## config.mk

```make
export PLATFORM = sky130hd
export DESIGN_NAME = branch_resolve_pipe
export DESIGN_NICKNAME = d
export VERILOG_FILES = /design/src/rtl/branch_resolve_pipe.sv
export SDC_FILE = /design/constraint.sdc
export NUM_CORES = 1
export LEC_CHECK = 0
export CAP_MARGIN = 30
export CORE_MARGIN = 2
export CORE_UTILIZATION = 30
export CTS_CLUSTER_SIZE = 8
export DETAILED_ROUTE_END_ITERATION = 16
export SLEW_MARGIN = 40
export SYNTH_ARGS = -nofsm -noshare
export SYNTH_HDL_FRONTEND = slang
export SYNTH_SLANG_ARGS = --single-unit
```

## constraint.sdc

```tcl
create_clock -name clk -period 7.7 [get_ports clk]
set_input_delay 1.54 -clock clk [delete_from_list [all_inputs] [get_ports clk]]
set_output_delay 1.54 -clock clk [all_outputs]
set_load 0.02 [all_outputs]
```

## src/rtl/branch_resolve_pipe.sv

```systemverilog
// -----------------------------------------------------------------------------
// branch_resolve_pipe
//
// Pipelined branch-resolution unit. It decodes BEQ/BNE/BLEZ/BGTZ and the
// REGIMM branches BLTZ/BGEZ/BLTZAL/BGEZAL, evaluates the branch condition,
// computes the branch target and the link address, and compares the outcome
// with the front-end prediction. Saturating counters track resolved and
// mispredicted branches.
//
// Flow control: in_valid qualifies the inputs on each rising edge. There is
// no back-pressure. An entry is accepted on an edge where in_valid=1,
// stall_i=0 and flush_i=0. out_valid qualifies the result in the last stage.
// While stall_i=1, all stages and the counters hold. flush_i has priority
// over stall_i. It clears every valid bit and drops the input presented on
// that edge.
//
// Parameters:
//   DATA_W  : operand width (sign bit is a[DATA_W-1])
//   ADDR_W  : PC / target width (modulo 2^ADDR_W arithmetic, >= 18)
//   LATENCY : 1 or 2 pipeline stages
//   CNT_W   : performance counter width
//
// Ports:
//   clk, rst              : clock (rising edge), async active-high reset
//   stall_i, flush_i      : pipeline hold / kill
//   in_valid, op, rt      : instruction valid, primary opcode, REGIMM sub-op
//   a, b                  : rs / rt operands
//   pc, imm, pred_taken   : branch PC, offset field, front-end prediction
//   out_valid             : result valid in the last stage
//   is_branch, taken      : decoded-as-branch, condition outcome
//   mispredict            : valid branch whose outcome differs from prediction
//   redirect_pc           : taken ? target : pc+8
//   link_we, link_addr    : link write for BLTZAL/BGEZAL, pc+8
//   br_count, mispred_count : saturating performance counters
// -----------------------------------------------------------------------------
module branch_resolve_pipe #(
  parameter int DATA_W  = 32,
  parameter int ADDR_W  = 32,
  parameter int LATENCY = 1,
  parameter int CNT_W   = 16
) (
  input  logic              clk,
  input  logic              rst,
  input  logic              stall_i,
  input  logic              flush_i,
  input  logic              in_valid,
  input  logic [5:0]        op,
  input  logic [4:0]        rt,
  input  logic [DATA_W-1:0] a,
  input  logic [DATA_W-1:0] b,
  input  logic [ADDR_W-1:0] pc,
  input  logic [15:0]       imm,
  input  logic              pred_taken,
  output logic              out_valid,
  output logic              is_branch,
  output logic              taken,
  output logic              mispredict,
  output logic [ADDR_W-1:0] redirect_pc,
  output logic              link_we,
  output logic [ADDR_W-1:0] link_addr,
  output logic [CNT_W-1:0]  br_count,
  output logic [CNT_W-1:0]  mispred_count
);

  localparam logic [5:0] OP_REGIMM = 6'b000001;
  localparam logic [5:0] OP_BEQ    = 6'b000100;
  localparam logic [5:0] OP_BNE    = 6'b000101;
  localparam logic [5:0] OP_BLEZ   = 6'b000110;
  localparam logic [5:0] OP_BGTZ   = 6'b000111;

  localparam logic [4:0] RT_BLTZ   = 5'b00000;
  localparam logic [4:0] RT_BGEZ   = 5'b00001;
  localparam logic [4:0] RT_BLTZAL = 5'b10000;
  localparam logic [4:0] RT_BGEZAL = 5'b10001;

  typedef struct packed {
    logic              is_branch;
    logic              taken;
    logic              is_link;
    logic              pred_taken;
    logic [ADDR_W-1:0] target;
    logic [ADDR_W-1:0] pc8;
  } stage_t;

  // ---------------------------------------------------------------------------
  // Decode and condition evaluation (combinational, feeds stage 1)
  // ---------------------------------------------------------------------------
  logic              w_sign;
  logic              w_a_zero;
  logic              w_is_branch;
  logic              w_taken;
  logic              w_is_link;
  logic [ADDR_W-1:0] w_offset;
  stage_t            w_s1_d;

  assign w_sign   = a[DATA_W-1];
  assign w_a_zero = (a == '0);

  always_comb begin
    w_is_branch = 1'b0;
    w_taken     = 1'b0;
    w_is_link   = 1'b0;
    case (op)
      OP_BEQ:  begin w_is_branch = 1'b1; w_taken = (a == b);             end
      OP_BNE:  begin w_is_branch = 1'b1; w_taken = (a != b);             end
      OP_BLEZ: begin w_is_branch = 1'b1; w_taken = w_sign | w_a_zero;    end
      OP_BGTZ: begin w_is_branch = 1'b1; w_taken = ~w_sign & ~w_a_zero;  end
      OP_REGIMM: begin
        case (rt)
          RT_BLTZ:   begin w_is_branch = 1'b1; w_taken = w_sign;  end
          RT_BGEZ:   begin w_is_branch = 1'b1; w_taken = ~w_sign; end
          RT_BLTZAL: begin w_is_branch = 1'b1; w_taken = w_sign;  w_is_link = 1'b1; end
          RT_BGEZAL: begin w_is_branch = 1'b1; w_taken = ~w_sign; w_is_link = 1'b1; end
          default:   ;
        endcase
      end
      default: ;
    endcase
  end

  // Sign-extended word offset; wraps silently modulo 2^ADDR_W.
  assign w_offset = {{(ADDR_W-18){imm[15]}}, imm, 2'b00};

  always_comb begin
    w_s1_d            = '0;
    w_s1_d.is_branch  = w_is_branch;
    w_s1_d.taken      = w_taken;
    w_s1_d.is_link    = w_is_link;
    w_s1_d.pred_taken = pred_taken;
    w_s1_d.target     = pc + ADDR_W'(4) + w_offset;
    w_s1_d.pc8        = pc + ADDR_W'(8);
  end

  // ---------------------------------------------------------------------------
  // Stage 1
  // ---------------------------------------------------------------------------
  logic   r_s1_valid;
  stage_t r_s1;

  always_ff @(posedge clk or posedge rst) begin
    if (rst) begin
      r_s1_valid <= 1'b0;
      r_s1       <= '0;
    end else if (flush_i) begin
      r_s1_valid <= 1'b0;
    end else if (!stall_i) begin
      r_s1_valid <= in_valid;
      if (in_valid) r_s1 <= w_s1_d;
    end
  end

  // ---------------------------------------------------------------------------
  // Optional stage 2 (plain re-register of stage 1)
  // ---------------------------------------------------------------------------
  logic   w_last_valid;
  stage_t w_last;

  generate
    if (LATENCY == 2) begin : g_stage2
      logic   r_s2_valid;
      stage_t r_s2;

      always_ff @(posedge clk or posedge rst) begin
        if (rst) begin
          r_s2_valid <= 1'b0;
          r_s2       <= '0;
        end else if (flush_i) begin
          r_s2_valid <= 1'b0;
        end else if (!stall_i) begin
          r_s2_valid <= r_s1_valid;
          if (r_s1_valid) r_s2 <= r_s1;
        end
      end

      assign w_last_valid = r_s2_valid;
      assign w_last       = r_s2;
    end else begin : g_stage1_only
      assign w_last_valid = r_s1_valid;
      assign w_last       = r_s1;
    end
  endgenerate

  // ---------------------------------------------------------------------------
  // Outputs from the last stage
  // ---------------------------------------------------------------------------
  logic w_mispredict;

  assign w_mispredict  = w_last_valid & w_last.is_branch & (w_last.taken != w_last.pred_taken);

  assign out_valid     = w_last_valid;
  assign is_branch     = w_last.is_branch;
  assign taken         = w_last.taken;
  assign mispredict    = w_mispredict;
  assign redirect_pc   = w_last.taken ? w_last.target : w_last.pc8;
  assign link_we       = w_last_valid & w_last.is_branch & w_last.is_link;
  assign link_addr     = w_last.pc8;

  // ---------------------------------------------------------------------------
  // Saturating performance counters. A result is counted on the edge that
  // retires it from the last stage, so a stalled result is counted once.
  // ---------------------------------------------------------------------------
  logic             w_count_en;
  logic [CNT_W-1:0] r_br_count;
  logic [CNT_W-1:0] r_mispred_count;

  assign w_count_en = w_last_valid & w_last.is_branch & ~stall_i & ~flush_i;

  always_ff @(posedge clk or posedge rst) begin
    if (rst) begin
      r_br_count      <= '0;
      r_mispred_count <= '0;
    end else if (w_count_en) begin
      if (r_br_count != '1)
        r_br_count <= r_br_count + 1'b1;
      if (w_mispredict && (r_mispred_count != '1))
        r_mispred_count <= r_mispred_count + 1'b1;
    end
  end

  assign br_count      = r_br_count;
  assign mispred_count = r_mispred_count;

endmodule
```

==> results.md, run 1 <==
* Reg power frac at 37.7%
* Largest net degree at the start of global routing at 71
* Gpl congestion at 0.891
* Number of synthesized flops with an enable pin at 0
* Net switching power figure at 602 uW
* R2R Setup Slk at 4.92 ns
* Nature of the critical path startpoint: input pin
* Max_slew headroom at 50.7%
* Tmin final at 4.57 ns
* Crit-path cells: clkdlybuf4s50_1, ha_1, ha_1, fa_1, a21o_4, a221o_1, a211o_1, a221o_1, a21boi_2, xor2_1, o21ai_1
* Critical Path Max Stage Delay at 0.51 ns
* Avg Synthesized Cell Area at 9.00 um2
* Post_cts resized at 0
* Switch share at 34.3%
* CP Capture Type: flip-flop
* Seq cells post-synth at 99
* Tightest Pin Transition at 0.734 ns
* Total Die Area at 25600 um2
* CTS max path bufs at 2
* Status: complete, no violations
* Die Ht at 160 um
* DRC viols at 0
* Slowest CP cell: clkdlybuf4s50_1
* Seq/Total Area, Yosys at 33.9%
* Ports at 230
* Die W at 160 um
* Port bufs at 229
* Area Growth Syn to Fin at 36.6%
* Antenna Nets Post-Route at 0
* Clk pin slew, worst setup/hold paths at 0.07 ns
* Min Hold Slack at 0.477 ns
* Total Routed Length at 21600 um
* Final Cycle Share at 59.4%
* Final setup skew at 0.00452 ns
* Post-Syn Area at 7300 um2
* Post-CTS Setup Inserts at 0
* Vias in the first global route at 6395
* Arrival time at the worst endpoint at 4.79 ns
* ANT cells at 0
* Cts bufs inserted at 9
* Total track usage at 16.9%
* Top FF cell, synth: dfrtp_1
* Most frequent cells in the layout: 229 x clkdlybuf4s50_1, 123 x nand2_1, 99 x dfrtp_1
* Syn nets at 1001
* Starting Density at 30.3%
* Row Count at 57
* Max_cap viols at 0
* CTS Hold Bufs at 0
* Max Clk Rate at 0.219 GHz
* CTS Root Buffer Type: clkbuf_16
* Post-synth ARST share at 100%
* WP buf/inv at 1
* RSZ-0062 raised after global routing: no
* Final hold violations at 0
* Initial antenna violation count at 0
* Via count at 6410
* DR pass1 iterations at 4
* # nets final at 1185
* Max VDD drop at 0.0000890 V
* Min-Delay Path Class: reg2reg
* Top Family by Delay on Critical Path: compound AO/OA/AOI/OAI gates
* PnR worst setup slack at 3.13 ns
* Commonest non-fill, non-tap cell in the layout: clkdlybuf4s50_1
* Post-DP HPWL at 17500 um
* Setup WS pre-CTS at 2.79 ns
* Clock power frac at 25.1%
* Synthesis Warnings at 0
* Worst path required time at 7.92 ns
* Initial drt markers at 200
* CTS tree: built
* Comb power frac at 37.2%
* Setup Total Neg Slack at 0 ns
* Crit-path max FO at 6
* Max Slew Vio Count at 0
* Final setup fails at 0
* First-pass GRT wire length at 34300 um
* Wirelength per Cell at 16.3 um
* PnR Total Power at 1.76 mW
* Via density at 4.84
* P_int at 1.15 mW
* P per Cell Area at 176 nW/um2
* Grt ovf at 0
* Core Region at 24100 um2
* Worst-Skew Late Latency at 0.35 ns
* Share of cells above drive strength 1 at 6.60%
* Clock sink total at 99
* P_leak at 4.23 nW
* Crit Path Class: in2reg
* Post-synth cell types at 58
* H-tree lvl count at 3
* Synthesized instance count at 811
==> routing by layer <==
layer	up-vias	global-route usage [%]	wire, um	share of wire (%)
li1	3216	-	-	-
met1	2974	21.3	9450	44
met2	195	29.6	10400	48
met3	25	2.39	1180	5.5
met4	0	6.22	515	2.4
met5	-	0	0	0
==> final timing paths <==
path                               start                 to  cells past startpoint
worst max register to register     taken  mispred_count[15]                      8
worst max-delay path               pc[3]           r_s1[57]                     11
worst min register to register  r_s1[53]           r_s1[53]                      2
max in group asynchronous            rst           r_s1[48]                      3
min in group asynchronous            rst   mispred_count[2]                      2
worst min-delay path            r_s1[53]           r_s1[53]                      2
==> sequential cells by signal, indices dropped and copies added, names as in the netlist <==
register       flops
link_addr         30
r_s1              34
br_count          16
is_branch          1
taken              1
mispred_count     16
out_valid          1
==> final cells by class <==
cell class	count	area [um2]
Multi-Input combinational cell	641	4440
Inverter	12	47.5
Tap cell	324	405
Sequential cell	99	2480
Clock inverter	3	21.3
Timing Repair Buffer	232	2320
Clock buffer	13	260
Fill cell	2490	14100
==> cells by family after synthesis <==
group / synth area share, %
mux: 5.78
compound gates: 12.7
flops: 33.9
simple gates: 18.0
xor+xnor: 13.6
buf+inv: 5.48
fa+ha+maj: 10.6
==> metrics by stage <==
step / instance area, um2 / utilization (%) / cells
3_3_place_gp: 9670 / 40.1 / 1308
3_5_place_dp: 9690 / 40.2 / 1308
5_1_grt: 9970 / 41.4 / 1324
6_report: 9970 / 41.4 / 1324
2_1_floorplan: 7300 / - / 811
4_1_cts: 9970 / 41.4 / 1324
==> Yosys cell counts (2+ instances only) <==
cell	number	area, um2
nor2_1	39	146
a21o_1	8	60.1
o21a_1	3	22.5
a31oi_1	4	25.0
nor4_1	19	119
o21ai_1	4	20.0
o31ai_1	2	15.0
nand2b_1	3	18.8
mux2_2	33	372
a221o_1	2	20.0
nor3_1	9	45.0
nor3b_1	2	15.0
and4_1	5	43.8
nand3_1	27	135
a211o_1	4	35.0
and3_1	14	87.6
ha_1	60	751
and2_1	6	37.5
o21ai_0	64	320
nand2_1	123	462
nand4_1	24	150
clkbuf_1	23	86.3
inv_1	12	45.0
mux2i_1	5	50.1
o21bai_1	4	30.0
o311ai_0	3	26.3
a21oi_1	35	175
xnor2_1	44	385
dfrtp_1	99	2480
xor2_1	69	604
a2111oi_0	2	17.5
a211oi_1	2	15.0
nor2b_1	2	12.5
buf_4	32	240
==> worst register-to-register path, cell delays in order (launching register included) <==
cell and delay, ns:
dfrtp_1 0.70, buf_4 0.45, xnor2_1 0.13, nor2_1 0.15, nand4_1 0.18, a41oi_2 0.32
nand4_1 0.31, nor3_1 0.30, xor2_1 0.15
==> power groups by stage <==
stage | Combinational, mW | Clock (mW) | Sequential [mW]
final | 0.654 | 0.441 | 0.661
after global routing | 0.716 | 0.479 | 0.674
after CTS | 0.659 | 0.455 | 0.663
after detailed placement | 0.657 | 0 | 0.672
after floorplan | 0.395 | 0 | 0.655
after global placement | 0.651 | 0 | 0.670
Power figures use the tool's default switching activity.
==> run 2: changes to the inputs <==
==> constraint.sdc (replaced) <==
create_clock -name clk -period 4.7 [get_ports clk]
set_input_delay 0.94 -clock clk [delete_from_list [all_inputs] [get_ports clk]]
set_output_delay 0.94 -clock clk [all_outputs]
set_load 0.02 [all_outputs]
==> results.md, run 2 (synthesis gave the netlist of run 1 again) <==
* Gpl congestion at 0.888 (was 0.891)
* DR pass1 iterations at 4 (unchanged)
* PnR Total Power at 2.84 mW (was 1.76 mW)
* Filler cell count at 2411 (was 2490)
* Placed Area at 9700 um2 (was 9690 um2)
* Final Cycle Share at 84.3%
* Crit-path cells: clkdlybuf4s50_1, ha_1, ha_1, fa_1, a21o_4, a221o_1, a211oi_2, a21oi_1, a21oi_1, mux2i_1, nand2_1 (was clkdlybuf4s50_1, ha_1, ha_1, fa_1, a21o_4, a221o_1, a211o_1, a221o_1, a21boi_2, xor2_1, o21ai_1)
* Max Clk Rate at 0.252 GHz
* RR Startpoint: taken (unchanged)
* R2R depth at 7 (was 8)
* Hold endpoint: r_s1[36] (was r_s1[53])
* Initial antenna violation count at 1 (was 0)
* Via count at 6388 (was 6410)
* Reg power frac at 37.9% (was 37.7%)
* Row Count at 57 (unchanged)
* CTS Hold Bufs at 0 (unchanged)
* Largest net degree at the start of global routing at 86 (was 71)
* Final hold violations at 0 (unchanged)
* CP Capture Type: flip-flop (unchanged)
* Total Routed Length at 21300 um (was 21600 um)
* RSZ-0062 raised after global routing: no (unchanged)
* Die W at 160 um (unchanged)
* # nets final at 1188 (was 1185)
* Max_cap viols at 0 (unchanged)
* Final setup fails at 0 (unchanged)
* Crit Path Class: in2reg (unchanged)
* Area Growth Syn to Fin at 36.8% (was 36.6%)
* Final instance area at 9990 um2 (was 9970 um2)
* P per Cell Area at 285 nW/um2 (was 176 nW/um2)
* Wirelength per Cell at 16.1 um (was 16.3 um)
* Commonest non-fill, non-tap cell in the layout: clkdlybuf4s50_1 (unchanged)
* Most frequent cells in the layout: 229 x clkdlybuf4s50_1, 123 x nand2_1, 98 x dfrtp_1 (was 229 x clkdlybuf4s50_1, 123 x nand2_1, 99 x dfrtp_1)
* Initial drt markers at 295 (was 200)
* Max VDD drop at 0.000157 V (was 0.0000890 V)
* P_int at 1.86 mW (was 1.15 mW)
* CTS tree: built (unchanged)
* Clock power frac at 24.6% (was 25.1%)
* Clock sink total at 99 (unchanged)
* Switch share at 34.6% (was 34.3%)
* Cts bufs inserted at 9 (unchanged)
* Max_slew headroom at 45.9% (was 50.7%)
* Tightest Pin Transition at 0.812 ns (was 0.734 ns)
* CTS max path bufs at 2 (unchanged)
* Ports at 230 (unchanged)
* WP buf/inv at 1 (unchanged)
* Hold path startpoint: r_s1[36] (was r_s1[53])
* Worst hold path depth at 2 (unchanged)
* Grt ovf at 0 (unchanged)
* Final setup skew at 0.00524 ns (was 0.00452 ns)
* Max Slew Vio Count at 0 (unchanged)
* Arrival time at the worst endpoint at 4.20 ns (was 4.79 ns)
* Crit-path max FO at 6 (unchanged)
* Post-DP HPWL at 17200 um (was 17500 um)
* Setup Total Neg Slack at 0 ns (unchanged)
* Status: complete, no violations (unchanged)
* First-pass GRT wire length at 34100 um (was 34300 um)
* H-tree lvl count at 3 (unchanged)
* P_leak at 4.23 nW (about the same)
* Total Die Area at 25600 um2 (unchanged)
* Worst-Skew Late Latency at 0.35 ns (about the same)
* Worst path required time at 4.93 ns (was 7.92 ns)
* Setup WS pre-CTS at 0.375 ns (was 2.79 ns)
* Starting Density at 30.3% (unchanged)
* DRC viols at 0 (unchanged)
* R2R Setup Slk at 2.29 ns (was 4.92 ns)
* Net switching power figure at 984 uW (was 602 uW)
* CTS Root Buffer Type: clkbuf_16 (unchanged)
* Min Hold Slack at 0.476 ns (was 0.477 ns)
* Antenna Nets Post-Route at 0 (unchanged)
* Nature of the critical path startpoint: input pin (unchanged)
* Post_cts resized at 0 (unchanged)
* Tmin final at 3.96 ns
* Post-CTS Setup Inserts at 0 (unchanged)
* PnR worst setup slack at 0.736 ns (was 3.13 ns)
* Core Region at 24100 um2 (unchanged)
* Critical Path Max Stage Delay at 0.50 ns (was 0.51 ns)
* Worst r2r dst: mispred_count[15] (unchanged)
* Max reg flops at 34 (unchanged)
* Share of cells above drive strength 1 at 6.79% (was 6.60%)
* Die Ht at 160 um (unchanged)
* Via density at 4.81 (was 4.84)
* Clk pin slew, worst setup/hold paths at 0.07 ns (about the same)
* Reg with most FFs: r_s1 (unchanged)
* Port bufs at 229 (unchanged)
* Vias in the first global route at 6411 (was 6395)
* Comb power frac at 37.5% (was 37.2%)
* Slowest CP cell: clkdlybuf4s50_1 (unchanged)
* Min-Delay Path Class: reg2reg (unchanged)
* Total track usage at 16.7% (was 16.9%)
* Top Family by Delay on Critical Path: compound AO/OA/AOI/OAI gates (unchanged)
==> run 2: cell types whose count changed in the layout (fill, tap and decap cells not counted), sizes merged <==
cell / delta
clkinv: +2
buf: +3
diode: +1
clkbuf: -3
==> run 2: worst max-delay path by stage <==
stage / start / endpoint / slack, ns / depth (start not counted)
3_3_place_gp: pc[3] / r_s1[57] / 0.43 / 11
5_1_grt: pc[3] / r_s1[59] / 0.57 / 11
6_report: pc[3] / r_s1[63] / 0.74 / 11
4_1_cts: pc[3] / r_s1[57] / 0.75 / 11
2_1_floorplan: pc[3] / r_s1[57] / 1.15 / 10
3_5_place_dp: pc[3] / r_s1[57] / 0.37 / 11
==> run 2: worst reg2reg max path, cell delays in order, from the launching register on <==
cell     delay [ns]
dfrtp_2        0.69
xnor2_1        0.15
nor2_1         0.16
nand4_1        0.18
a41oi_2        0.34
nand4_1        0.32
nor3_1         0.33
xor2_1         0.16
==> run 2: area by class of cell <==
class	count	area [um2]	area share (%)
inverters	12	50.0	0.501
repair buffers	235	2340	23.4
diodes	1	2.50	0.0251
flip-flops and latches	99	2480	24.8
well taps	324	405	4.06
clock inverters	5	38.8	0.388
clock buffers	10	229	2.29
multi-input cells	641	4450	44.5
==> run 2: metal layers <==
metal | up-vias | share of wire [%] | GRT usage [%]
met2 | 199 | 47 | 27.9
li1 | 3219 | - | -
met5 | - | 0 | 0
met1 | 2939 | 44 | 21.6
met3 | 31 | 5.8 | 3.35
met4 | 0 | 2.7 | 5.90
==> run 2: power by group through the flow <==
stage	Clock [mW]	Combinational (mW)	Sequential (mW)
floorplan	0	0.648	1.07
global placement	0	1.07	1.09
detailed placement	0	1.07	1.10
CTS	0.722	1.07	1.08
global route	0.763	1.17	1.10
finish	0.699	1.07	1.08
==> run 2: stage by stage <==
step                util (%)  instances
floorplan                  -        811
global placement        40.2       1311
detailed placement      40.3       1311
CTS                     41.4       1326
global route            41.4       1327
finish                  41.4       1327
